`src/rtl/fft_pkg.sv`:
```
// Shared types for the radix-2 DIT FFT butterfly scheduler:
// FSM states, write-back delay bundle, per-butterfly address helper.
package fft_pkg;

  localparam int MAX_LOG2 = 12;

  typedef enum logic [1:0] {
    IDLE,
    RUN,
    DRAIN,
    DONE
  } fsm_t;

  typedef struct packed {
    logic        valid;
    logic [11:0] addr_a;
    logic [11:0] addr_b;
  } dly_t;

  typedef struct packed {
    logic [11:0] addr_a;
    logic [11:0] addr_b;
    logic [10:0] tw;
  } bfly_addr_t;

  // Butterfly k of stage s in an lg-bit transform.
  // Spreads k around the span bit h, then scales
  // the in-group offset to the twiddle index.
  function automatic bfly_addr_t fft_bfly_addr(
    input logic [3:0]  s,
    input logic [10:0] k,
    input int          lg
  );
    bfly_addr_t  r;
    logic [11:0] kk;
    logic [11:0] h;
    logic [11:0] lo;
    int          sh;
    kk       = {1'b0, k};
    h        = 12'd1 << s;
    lo       = kk & (h - 12'd1);
    r.addr_a = ((kk >> s) << (s + 4'd1)) | lo;
    r.addr_b = r.addr_a + h;
    sh       = lg - 1 - int'(s);
    r.tw     = 11'(lo << sh);
    return r;
  endfunction

endpackage

```
`src/rtl/fft_sched_delay.sv`:
```
// Fixed-depth shift register with synchronous clear.
// Ports: clk, clr (sync clear), din -> dout after DEPTH cycles.
module fft_sched_delay #(
  parameter int DEPTH = 3,
  parameter int WIDTH = 8
) (
  input  logic             clk,
  input  logic             clr,
  input  logic [WIDTH-1:0] din,
  output logic [WIDTH-1:0] dout
);

  logic [WIDTH-1:0] sr [DEPTH];

  always_ff @(posedge clk) begin
    if (clr) begin
      for (int i = 0; i < DEPTH; i++) sr[i] <= '0;
    end else begin
      sr[0] <= din;
      for (int i = 1; i < DEPTH; i++) sr[i] <= sr[i-1];
    end
  end

  assign dout = sr[DEPTH-1];

endmodule

```
`src/rtl/fft_bfly_scheduler.sv`:
```
// In-place radix-2 DIT FFT scheduler: issues read/twiddle addresses
// per butterfly and replays them delayed as write-back addresses.
// Ports: clk, rst (sync, high), start, stall -> busy, done, stage,
// rd_en, rd_addr_a/b, tw_addr, wr_en, wr_addr_a/b.
// Option FFT_SCHED_STATS_EN adds the stall_cycles counter output.
module fft_bfly_scheduler
  import fft_pkg::*;
#(
  parameter int LOG2_N   = 4,
  parameter int RD_LAT   = 1,
  parameter int BFLY_LAT = 2
) (
  input  logic                      clk,
  input  logic                      rst,
  input  logic                      start,
  input  logic                      stall,
  output logic                      busy,
  output logic                      done,
  output logic [$clog2(LOG2_N)-1:0] stage,
  output logic                      rd_en,
  output logic [LOG2_N-1:0]         rd_addr_a,
  output logic [LOG2_N-1:0]         rd_addr_b,
  output logic [LOG2_N-2:0]         tw_addr,
  output logic                      wr_en,
  output logic [LOG2_N-1:0]         wr_addr_a,
  output logic [LOG2_N-1:0]         wr_addr_b
`ifdef FFT_SCHED_STATS_EN
  ,
  output logic [15:0]               stall_cycles
`endif
);

  localparam int SW = $clog2(LOG2_N);
  localparam int KW = LOG2_N - 1;
  localparam int DL = RD_LAT + BFLY_LAT;
  localparam int CW = $clog2(DL + 1);

  localparam logic [KW-1:0] K_LAST = '1;
  localparam logic [SW-1:0] S_LAST = SW'(LOG2_N - 1);
  localparam logic [CW-1:0] C_LOAD = CW'(DL);
  localparam logic [CW-1:0] C_ONE  = CW'(1);

  fsm_t          state;
  logic [SW-1:0] s;
  logic [KW-1:0] k;
  logic [CW-1:0] cnt;

  bfly_addr_t ba;
  dly_t       din;
  dly_t       dout;
  logic       unused_bits;

  always_ff @(posedge clk) begin
    if (rst) begin
      state <= IDLE;
      s     <= '0;
      k     <= '0;
      cnt   <= '0;
    end else begin
      unique case (state)
        IDLE: begin
          if (start) begin
            state <= RUN;
            s     <= '0;
            k     <= '0;
          end
        end
        RUN: begin
          if (!stall) begin
            if (k == K_LAST) begin
              state <= DRAIN;
              cnt   <= C_LOAD;
            end else begin
              k <= k + KW'(1);
            end
          end
        end
        // Hold off the next stage until the last
        // write of this one has left the pipe.
        DRAIN: begin
          if (cnt == C_ONE) begin
            k <= '0;
            if (s == S_LAST) begin
              state <= DONE;
            end else begin
              s     <= s + SW'(1);
              state <= RUN;
            end
          end else begin
            cnt <= cnt - C_ONE;
          end
        end
        DONE: state <= IDLE;
        default: state <= IDLE;
      endcase
    end
  end

  assign ba = fft_bfly_addr(4'(s), 11'(k), LOG2_N);

  assign busy  = (state != IDLE);
  assign done  = (state == DONE);
  assign stage = s;
  assign rd_en = (state == RUN) && !stall;

  // Addresses read as zero whenever no read is issued.
  assign rd_addr_a = rd_en ? ba.addr_a[LOG2_N-1:0] : '0;
  assign rd_addr_b = rd_en ? ba.addr_b[LOG2_N-1:0] : '0;
  assign tw_addr   = rd_en ? ba.tw[LOG2_N-2:0] : '0;

  assign din = '{
    valid:  rd_en,
    addr_a: 12'(rd_addr_a),
    addr_b: 12'(rd_addr_b)
  };

  fft_sched_delay #(
    .DEPTH(DL),
    .WIDTH($bits(dly_t))
  ) u_wb (
    .clk  (clk),
    .clr  (rst),
    .din  (din),
    .dout (dout)
  );

  assign wr_en     = dout.valid;
  assign wr_addr_a = dout.addr_a[LOG2_N-1:0];
  assign wr_addr_b = dout.addr_b[LOG2_N-1:0];

  assign unused_bits = ^{ba, dout};

`ifdef FFT_SCHED_STATS_EN
  always_ff @(posedge clk) begin
    if (rst) begin
      stall_cycles <= '0;
    end else if (state == IDLE && start) begin
      stall_cycles <= '0;
    end else if (state == RUN && stall &&
                 stall_cycles != 16'hFFFF) begin
      stall_cycles <= stall_cycles + 16'd1;
    end
  end
`endif

endmodule
```
`config.mk`:
```
export PLATFORM = sky130hd
export DESIGN_NAME = fft_bfly_scheduler
export DESIGN_NICKNAME = d
export VERILOG_FILES = /design/src/rtl/fft_pkg.sv /design/src/rtl/fft_sched_delay.sv /design/src/rtl/fft_bfly_scheduler.sv
export SDC_FILE = /design/constraint.sdc
export NUM_CORES = 1
export LEC_CHECK = 0
export ABC_AREA = 1
export CAP_MARGIN = 20
export CORE_MARGIN = 4
export CORE_UTILIZATION = 55
export DETAILED_ROUTE_END_ITERATION = 8
export MAX_ROUTING_LAYER = met4
export PLACE_DENSITY = 0.75
export RECOVER_POWER = 50
export SYNTH_ARGS = -nofsm -noshare
export SYNTH_HDL_FRONTEND = slang
export SYNTH_HIERARCHICAL = 1
export SYNTH_SLANG_ARGS = --single-unit
```
`constraint.sdc`:
```
create_clock -name clk -period 7.1 [get_ports clk]
set_input_delay 0.71 -clock clk [delete_from_list [all_inputs] [get_ports clk]]
set_output_delay 0.71 -clock clk [all_outputs]
set_load 0.02 [all_outputs]
```
==> impl_metrics.toml, run 1 <==
[floorplan]
pin_count = 29
dieWidth_um = 65.1
fp-row-count = 20
start_util_pct = 58.3
die_area_um2 = 4240
core-area_um2 = 3080
die_y_um = 65.1

[routing]
vias = 1352
antenna_left = 0
via_per_inst = 4.54
wirelength_um = 2890
drc = 0
wire_per_inst_um = 9.70
dr.pass1.iters = 4
dr.first_iter.drc_count = 45

[worst_setup_path]
reg2reg_to = "u_wb/sr[0][2]"
cp-end-kind = "output pin"
crit_cells = 11
r2r_slack_ns = 4.52
cp_slowest_stage_delay_ns = 0.62
worstPathMaxFanout = 11
path_delay_family = "adder cells"
crit_path_top_delay_cell = "clkdlybuf4s50_1"
endpoint = "rd_addr_b[2]"
crit_start = "stage[0]"
r2r_start = "stage[0]"
start_kind = "register"
setup.worst_path.class = "register to output pin"
required_ns = 6.39
arrival_ns = 3.33
path_buf_inv = 3
reg2reg_depth = 12
path_cells = "inv_1 > ha_1 > nor2_1 > nand2_1 > nand2_1 > ha_1 > inv_1 > fa_1 > xor2_1 > nor2_1 > clkdlybuf4s50_1"

[place]
dp_slack_ns = 3.51
gp_congestion = 0.932
port_buffers = 28
dpl.hpwl_um = 2220
place_inst = 290

[clock_tree]
post_cts_resized = 0
clkTransAtPathRegs_ns = 0.10
htreeDepth = 2
clk_path_buf_depth = 2
cts_setup_buffers = 0
numClockSinks = 36
cts_root_buffer = "clkbuf_4"
cts_made_buffers = 5
cts_tree = "done"
ctsHoldBuffers = 0
worstSkewPairLatency_ns = 0.33

[timing]
tightestPinTransition_ns = 1.04
fin_crit_ns = 4.04
fin_setup_tns_ns = 0
hold_viol_final = 0
fin_crit_sh_pct = 56.9
setup_slack_ns = 3.06
slew_headroom_pct = 30.5
rsz0062_at_grt = "false"
fin_worst_skew_ns = 0.00526
setup_viol = 0
max_freq_ghz = 0.247
finalMaxSlewViolations = 0

[layout]
n_antenna_cell = 0
drive_gt1_share_pct = 9.84
area_delta_synth_final_pct = 14.8
final_nets = 269
instances_no_fill = 298
num-fill-cells = 270

[power_and_ir_drop]
p_leak_uw = 0.000904
p_per_area_nw_per_um2 = 233
ir_drop_mv = 0.162
finalPower_uw = 480

[grt]
track_usage_pct = 16.6
grt_start_max_net_pins = 32
overflow = 0
antenna_found_initial = 0
grt_pass1_vias = 1271
grt_pass1_wl_um = 5260

[yosys]
syn_area_um2 = 1790
ys_warn_count = 6
synthesis.nets = 251
avgSynthCellArea_um2 = 7.63
synthCells = 235

[job]
drv_cap = 0

[min_path]
hp-class = "register to register"

[outcome]
status = "finished, final reports clean"
==> worst min path at each step <==
stage,startpoint,to,slack [ns],cells after the start
after floorplan,u_wb/sr[0][0],u_wb/sr[0][25],0.39,2
after detailed placement,u_wb/sr[0][3],u_wb/sr[0][28],0.39,2
final,u_wb/sr[0][25],u_wb/sr[0][50],0.41,2
after CTS,u_wb/sr[0][25],u_wb/sr[0][50],0.41,2
after global routing,u_wb/sr[0][27],u_wb/sr[0][52],0.43,2
after global placement,u_wb/sr[0][2],u_wb/sr[0][27],0.39,2
==> placed cells by master, fill, tap and decap left out, types with 2 or more instances in the layout <==
master / count
nor2_1: 47
inv_1: 45
dfxtp_1: 36
nand2_1: 33
clkdlybuf4s50_1: 22
ha_1: 11
nand3_1: 8
a21oi_1: 6
dlygate4sd3_1: 6
inv_2: 5
clkbuf_4: 5
o21ai_0: 4
nor3_1: 3
nor2_4: 2
nand2_2: 2
a21oi_2: 2
nand4_1: 2
a211oi_1: 2
nand3b_2: 2
==> tightest hold or removal path: cells and delay by family (launching register included) <==
family	cells	cell delay, ns
buffers and inverters	1	0.04
DFF	1	0.31
and+or+nand+nor	1	0.03
==> per-layer routing <==
metal / up-vias / GRT usage [%] / wire (µm)
met4: 0 / 7.77 / 44
met3: 5 / 5.13 / 110
li1: 725 / - / -
met1: 597 / 19.2 / 1410
met5: - / - / 0
met2: 25 / 26.3 / 1330
==> metrics by stage <==
stage / utilization (%) / hold slack, ns / cell area, µm²
floorplan: - / 0.388 / 1790
global placement: 64.6 / 0.388 / 1990
detailed placement: 64.6 / 0.392 / 1990
CTS: 67.0 / 0.408 / 2060
global route: 66.9 / 0.426 / 2060
finish: 66.9 / 0.406 / 2060
==> power by group <==
group	internal (µW)	total, µW	switching, µW
combinational	43.8	116	72.1
sequential	215	227	11.6
clock	73.8	137	63.3
==> area by class of cell <==
| type | instances | area [µm²] | share of cell area, % |
|---|---|---|---|
| Clock buffer | 6 | 41.3 | 2.01 |
| Clock inverter | 2 | 35.0 | 1.70 |
| Inverter | 50 | 188 | 9.12 |
| Multi-Input combinational cell | 132 | 738 | 35.9 |
| Sequential cell | 36 | 721 | 35.0 |
| Tap cell | 44 | 55.1 | 2.67 |
| Timing Repair Buffer | 28 | 280 | 13.6 |
==> state kept, by name, summed over array words and instances (netlist names) <==
signal and count:
k 3, state 2, stage 2, cnt 2, u_wb/sr 27
No activity file was read; power rests on OpenSTA's default activity.
==> inputs of run 2 (changes only) <==
- CORE_UTILIZATION: 55 -> 53
- clock period: 7.1 -> 3.7 ns (I/O delays scaled with it)
==> impl_metrics.toml, run 2 (same netlist as run 1, synthesis figures left out) <==
[grt]
grt_pass1_vias = 1266
antenna_found_initial = 0
grt_start_max_net_pins = 32
track_usage_pct = 15.6
grt_pass1_wl_um = 5050
overflow = 0

[timing]
fin_crit_ns = 3.42
rsz0062_at_grt = "false"
hold_viol_final = 0
setup_slack_ns = 0.277
finalMaxSlewViolations = 0
max_freq_ghz = 0.292
tightestPinTransition_ns = 1.23
slew_headroom_pct = 17.9
fin_hold_ws_ns = 0.407
setup_viol = 0
fin_worst_skew_ns = 0.00669
fin_setup_tns_ns = 0
fin_crit_sh_pct = 92.5

[clock_tree]
cts_made_buffers = 5
clkTransAtPathRegs_ns = 0.11
clk_path_buf_depth = 2
htreeDepth = 2
worstSkewPairLatency_ns = 0.33
cts_setup_buffers = 0
cts_root_buffer = "clkbuf_4"
numClockSinks = 36
cts_tree = "done"

[floorplan]
pin_count = 29
die_y_um = 66.2
fp-row-count = 20
core-area_um2 = 3150
dieWidth_um = 66.2
die_area_um2 = 4380
start_util_pct = 56.9

[power_and_ir_drop]
p_seq_share_pct = 46.8
p_sw_uw = 291
intPower_uw = 639
ir_drop_mv = 0.278
p_per_area_nw_per_um2 = 447
finalPower_uw = 930
p_leak_uw = 0.000932
pwr-share-clk_pct = 29.0
switching_share_pct = 31.3
combPwrFrac_pct = 24.1

[routing]
dr.pass1.iters = 6
wire_per_inst_um = 9.82
drc = 0
vias = 1369
via_per_inst = 4.58
antenna_left = 0
dr.first_iter.drc_count = 62
wirelength_um = 2940

[job]
drv_cap = 0

[layout]
reg_top3 = "u_wb/sr (27), k (3)"
n_antenna_cell = 0
final_nets = 270
area_delta_synth_final_pct = 15.9
layout_commonest_cell = "nor2_1"
largest_reg_flops = 27
largest-register = "u_wb/sr"
drive_gt1_share_pct = 11.8
final_cell_mix = "nor2_1 (47), inv_1 (44), dfxtp_1 (34)"

[place]
port_buffers = 28
gp_congestion = 0.868
dp_slack_ns = 0.453
dpl.hpwl_um = 2210

[min_path]
holdPathStages = 2
hp-start = "u_wb/sr[0][0]"
hp-class = "register to register"
min_to = "u_wb/sr[0][25]"

[worst_setup_path]
reg2reg_depth = 12
reg2reg_to = "u_wb/sr[0][2]"
r2r_slack_ns = 1.35
setup.worst_path.class = "register to output pin"
r2r_start = "stage[0]"
cp-end-kind = "output pin"
start_kind = "register"
worstPathMaxFanout = 11
required_ns = 3.33
arrival_ns = 3.05

[outcome]
status = "finished, final reports clean"
run 2: worst max path at each step:
stage	start	to	slack [ns]	cells after the start
final	stage[0]	rd_addr_b[1]	0.28	10
after floorplan	stage[0]	rd_addr_b[2]	0.89	10
after global routing	stage[0]	rd_addr_b[1]	0.005	10
after CTS	stage[0]	rd_addr_b[2]	0.05	11
after global placement	stage[0]	rd_addr_b[2]	0.52	11
after detailed placement	stage[0]	rd_addr_b[2]	0.45	11
run 2: power groups by stage:
| stage | Sequential, µW | Combinational, µW | Clock (µW) |
|---|---|---|---|
| floorplan | 440 | 176 | 0 |
| global placement | 444 | 224 | 0 |
| detailed placement | 444 | 227 | 0 |
| CTS | 436 | 228 | 280 |
| global route | 439 | 257 | 294 |
| finish | 436 | 224 | 270 |
run 2: per-layer routing:
metal  vias to the layer above  part of all wire [%]  wire length [µm]  track usage (%)
met5                         -                     0                 0                -
met4                         0                   2.2                65             8.38
met3                         8                   4.9               144             3.74
met2                        35                    50              1480             27.3
met1                       593                    42              1250             15.9
li1                        733                     -                 -                -
run 2: worst max-delay path, cell delays in order, from the launching register on:
cell	delay [ns]
dfxtp_2	0.44
inv_2	0.13
ha_1	0.38
nor2_1	0.19
nand2_1	0.09
nand2_1	0.08
ha_1	0.15
inv_1	0.05
fa_1	0.42
nor2_1	0.15
clkdlybuf4s50_1	0.64
run 2: metrics by stage:
step / instances / instance area (µm²) / utilization (%)
floorplan: 235 / 1790 / -
global placement: 291 / 1990 / 63.3
detailed placement: 291 / 1990 / 63.3
CTS: 299 / 2070 / 65.8
global route: 299 / 2080 / 65.9
finish: 299 / 2080 / 65.9
run 2: area by class of cell:
cell class / instances / area [µm²]
repair buffers: 29 / 289
inverters: 50 / 188
well taps: 44 / 55.1
clock buffers: 5 / 37.5
multi-input cells: 132 / 743
flip-flops and latches: 36 / 723
fillers: 278 / 1070
clock inverters: 3 / 42.5
run 2: repair_timing:
item	CTS	global route
hold buffers	0	0
endpoints found under the setup margin	0	3
gates resized for setup	0	4
==> edit (config.mk and constraints of run 2) <==
Build with the macro `FFT_SCHED_STATS_EN` defined.
--- a/src/rtl/fft_bfly_scheduler.sv
+++ b/src/rtl/fft_bfly_scheduler.sv
@@ -5,2 +5,4 @@
 // Option FFT_SCHED_STATS_EN adds the stall_cycles counter output.
+`define FFT_SCHED_STATS_EN
+
 module fft_bfly_scheduler
Behaviour (old outputs only; new: stall_cycles): unchanged (equiv_simple and equiv_induct, registers matched by name and starting in step).
==> edit against run 2 <==
Clock power rose by 24%; first-iteration DRC count rose by 100%; worst setup slack improved by 0.055 ns; sequential cell count grew 16; wire length increased by 64%; global-route usage up 2.6 points; cell count grew 54%; final area rose by 48%; die area is 39% higher; clock skew shrank 0.0019 ns; power is 24% higher; critical path depth unchanged; synthesized area increased by 45%.
==> edit: results (changes against run 2) <==
[yosys]
synth_fp_nets = 375  ; was 251
yosys_warnings = 6  ; unchanged

[cells_and_area]
drive_above_1_share = 0.0510  ; was 0.118
reg_top3 = u_wb/sr: 27 flops, stall_cycles: 16 flops, k: 3 flops  ; was u_wb/sr: 27 flops, k: 3 flops
diodes = 0  ; unchanged
fin_nets = 407  ; was 270

[detailed_routing]
firstDrtPassIters = 4  ; was 6
wl_met1_um = 2360  ; was 1250 um
post_drt_wl_per_cell_um = 10.5  ; was 9.82 um
first_iter_violations = 127  ; was 62
top_layer = met4  ; unchanged
route.met3.wl_um = 251  ; was 144 um
vias = 2186  ; was 1369
route.met2.wl_um = 2180  ; was 1480 um

[place]
io_buffers = 44  ; was 28
dpl_cell_area_mm2 = 0.00297  ; was 0.00199 mm^2
place_congestion = 0.918  ; was 0.868
dpl.hpwl_um = 3580  ; was 2210 um

[worst_hold_path]
hold_path_class = flip-flop to flip-flop  ; unchanged

[worst_setup_path]
crit_path_max_fanout = 9  ; was 11
critical_path_arrival_ns = 3.00  ; was 3.05 ns

[sta]
worst_slew_pin_slew_ns = 1.34  ; was 1.23 ns
skew_ns = 0.00477  ; was 0.00669 ns

[global_route]
grt_pass1_wl_um = 8930  ; was 5050 um
antenna_found_initial = 0  ; unchanged
grt_util_all_layers = 0.182  ; was 0.156
grt_max_degree = 35  ; was 32
grt_pass1_vias = 2032  ; was 1266

[clock_tree]
cts.path.max_buffers = 2  ; unchanged
cts_buffers = 5  ; unchanged
post_cts_buffers = 0  ; unchanged
cts_root_buf = clkbuf_8  ; was clkbuf_4
clkLatencyLatePin_ns = 0.31  ; was 0.33 ns
htree_levels = 2  ; unchanged
clk_pin_slew_ns = 0.09  ; was 0.11 ns

[power_and_ir_drop]
p_leak_nw = 1.29  ; was 0.932 nW
ir_drop_mv = 0.256  ; was 0.278 mV
intPower_mw = 0.792  ; was 0.639 mW

[outcome]
status = complete, no violations  ; unchanged

==> edit: what timing repair did <==
action,CTS,global route
resized for setup,1,3
hold endpoints to repair,0,0
endpoints found under the setup margin,1,3
==> edit: worst max-delay path, stage by stage (launching register included) <==
cell and delay (ns):
dfxtp_2 0.41, clkinv_2 0.14, ha_1 0.35, nor3_1 0.20, nand3_1 0.12, nand2_1 0.08, ha_1 0.16, inv_1 0.05
fa_1 0.42, nor2_1 0.14, clkdlybuf4s50_1 0.62
==> edit: path summary, 6_finish.rpt <==
kind                       start        endpoint  slack, ns  cells after the start
setup reg to reg        stage[1]   u_wb/sr[0][2]       1.31                     12
hold reg to reg   u_wb/sr[0][25]  u_wb/sr[0][50]       0.40                      2
hold / removal    u_wb/sr[0][25]  u_wb/sr[0][50]       0.40                      2
setup / recovery        stage[1]    rd_addr_b[1]       0.33                     10
==> edit: final cells by class <==
cell class                      instances  area (um^2)
Sequential cell                        52         1040
Multi-Input combinational cell        225         1160
Clock buffer                            5         68.8
Clock inverter                          3         27.5
Tap cell                               67         83.8
Inverter                               62          235
Fill cell                             439         1690
Timing Repair Buffer                   45          447
==> edit: stage by stage <==
step                std cells  hold WS [ns]  setup WS (ns)
floorplan                 359         0.388          0.769
global placement          451         0.388          0.424
detailed placement        451         0.393          0.309
CTS                       459         0.402         0.0518
global route              459         0.421         0.0669
finish                    459         0.405          0.332
==> edit: metal layers <==
metal / GRT usage / up-vias
met5: - / -
met4: 0.0594 / 0
met3: 0.0401 / 2
met2: 0.283 / 61
met1: 0.236 / 961
li1: - / 1162
==> edit: power by group through the flow <==
stage               Combinational, mW  Sequential (mW)  Clock, mW
CTS                             0.216            0.601      0.349
global placement                0.211            0.613          0
floorplan                       0.161            0.613          0
global route                    0.248            0.605      0.376
detailed placement              0.215            0.614          0
finish                          0.214            0.601      0.335
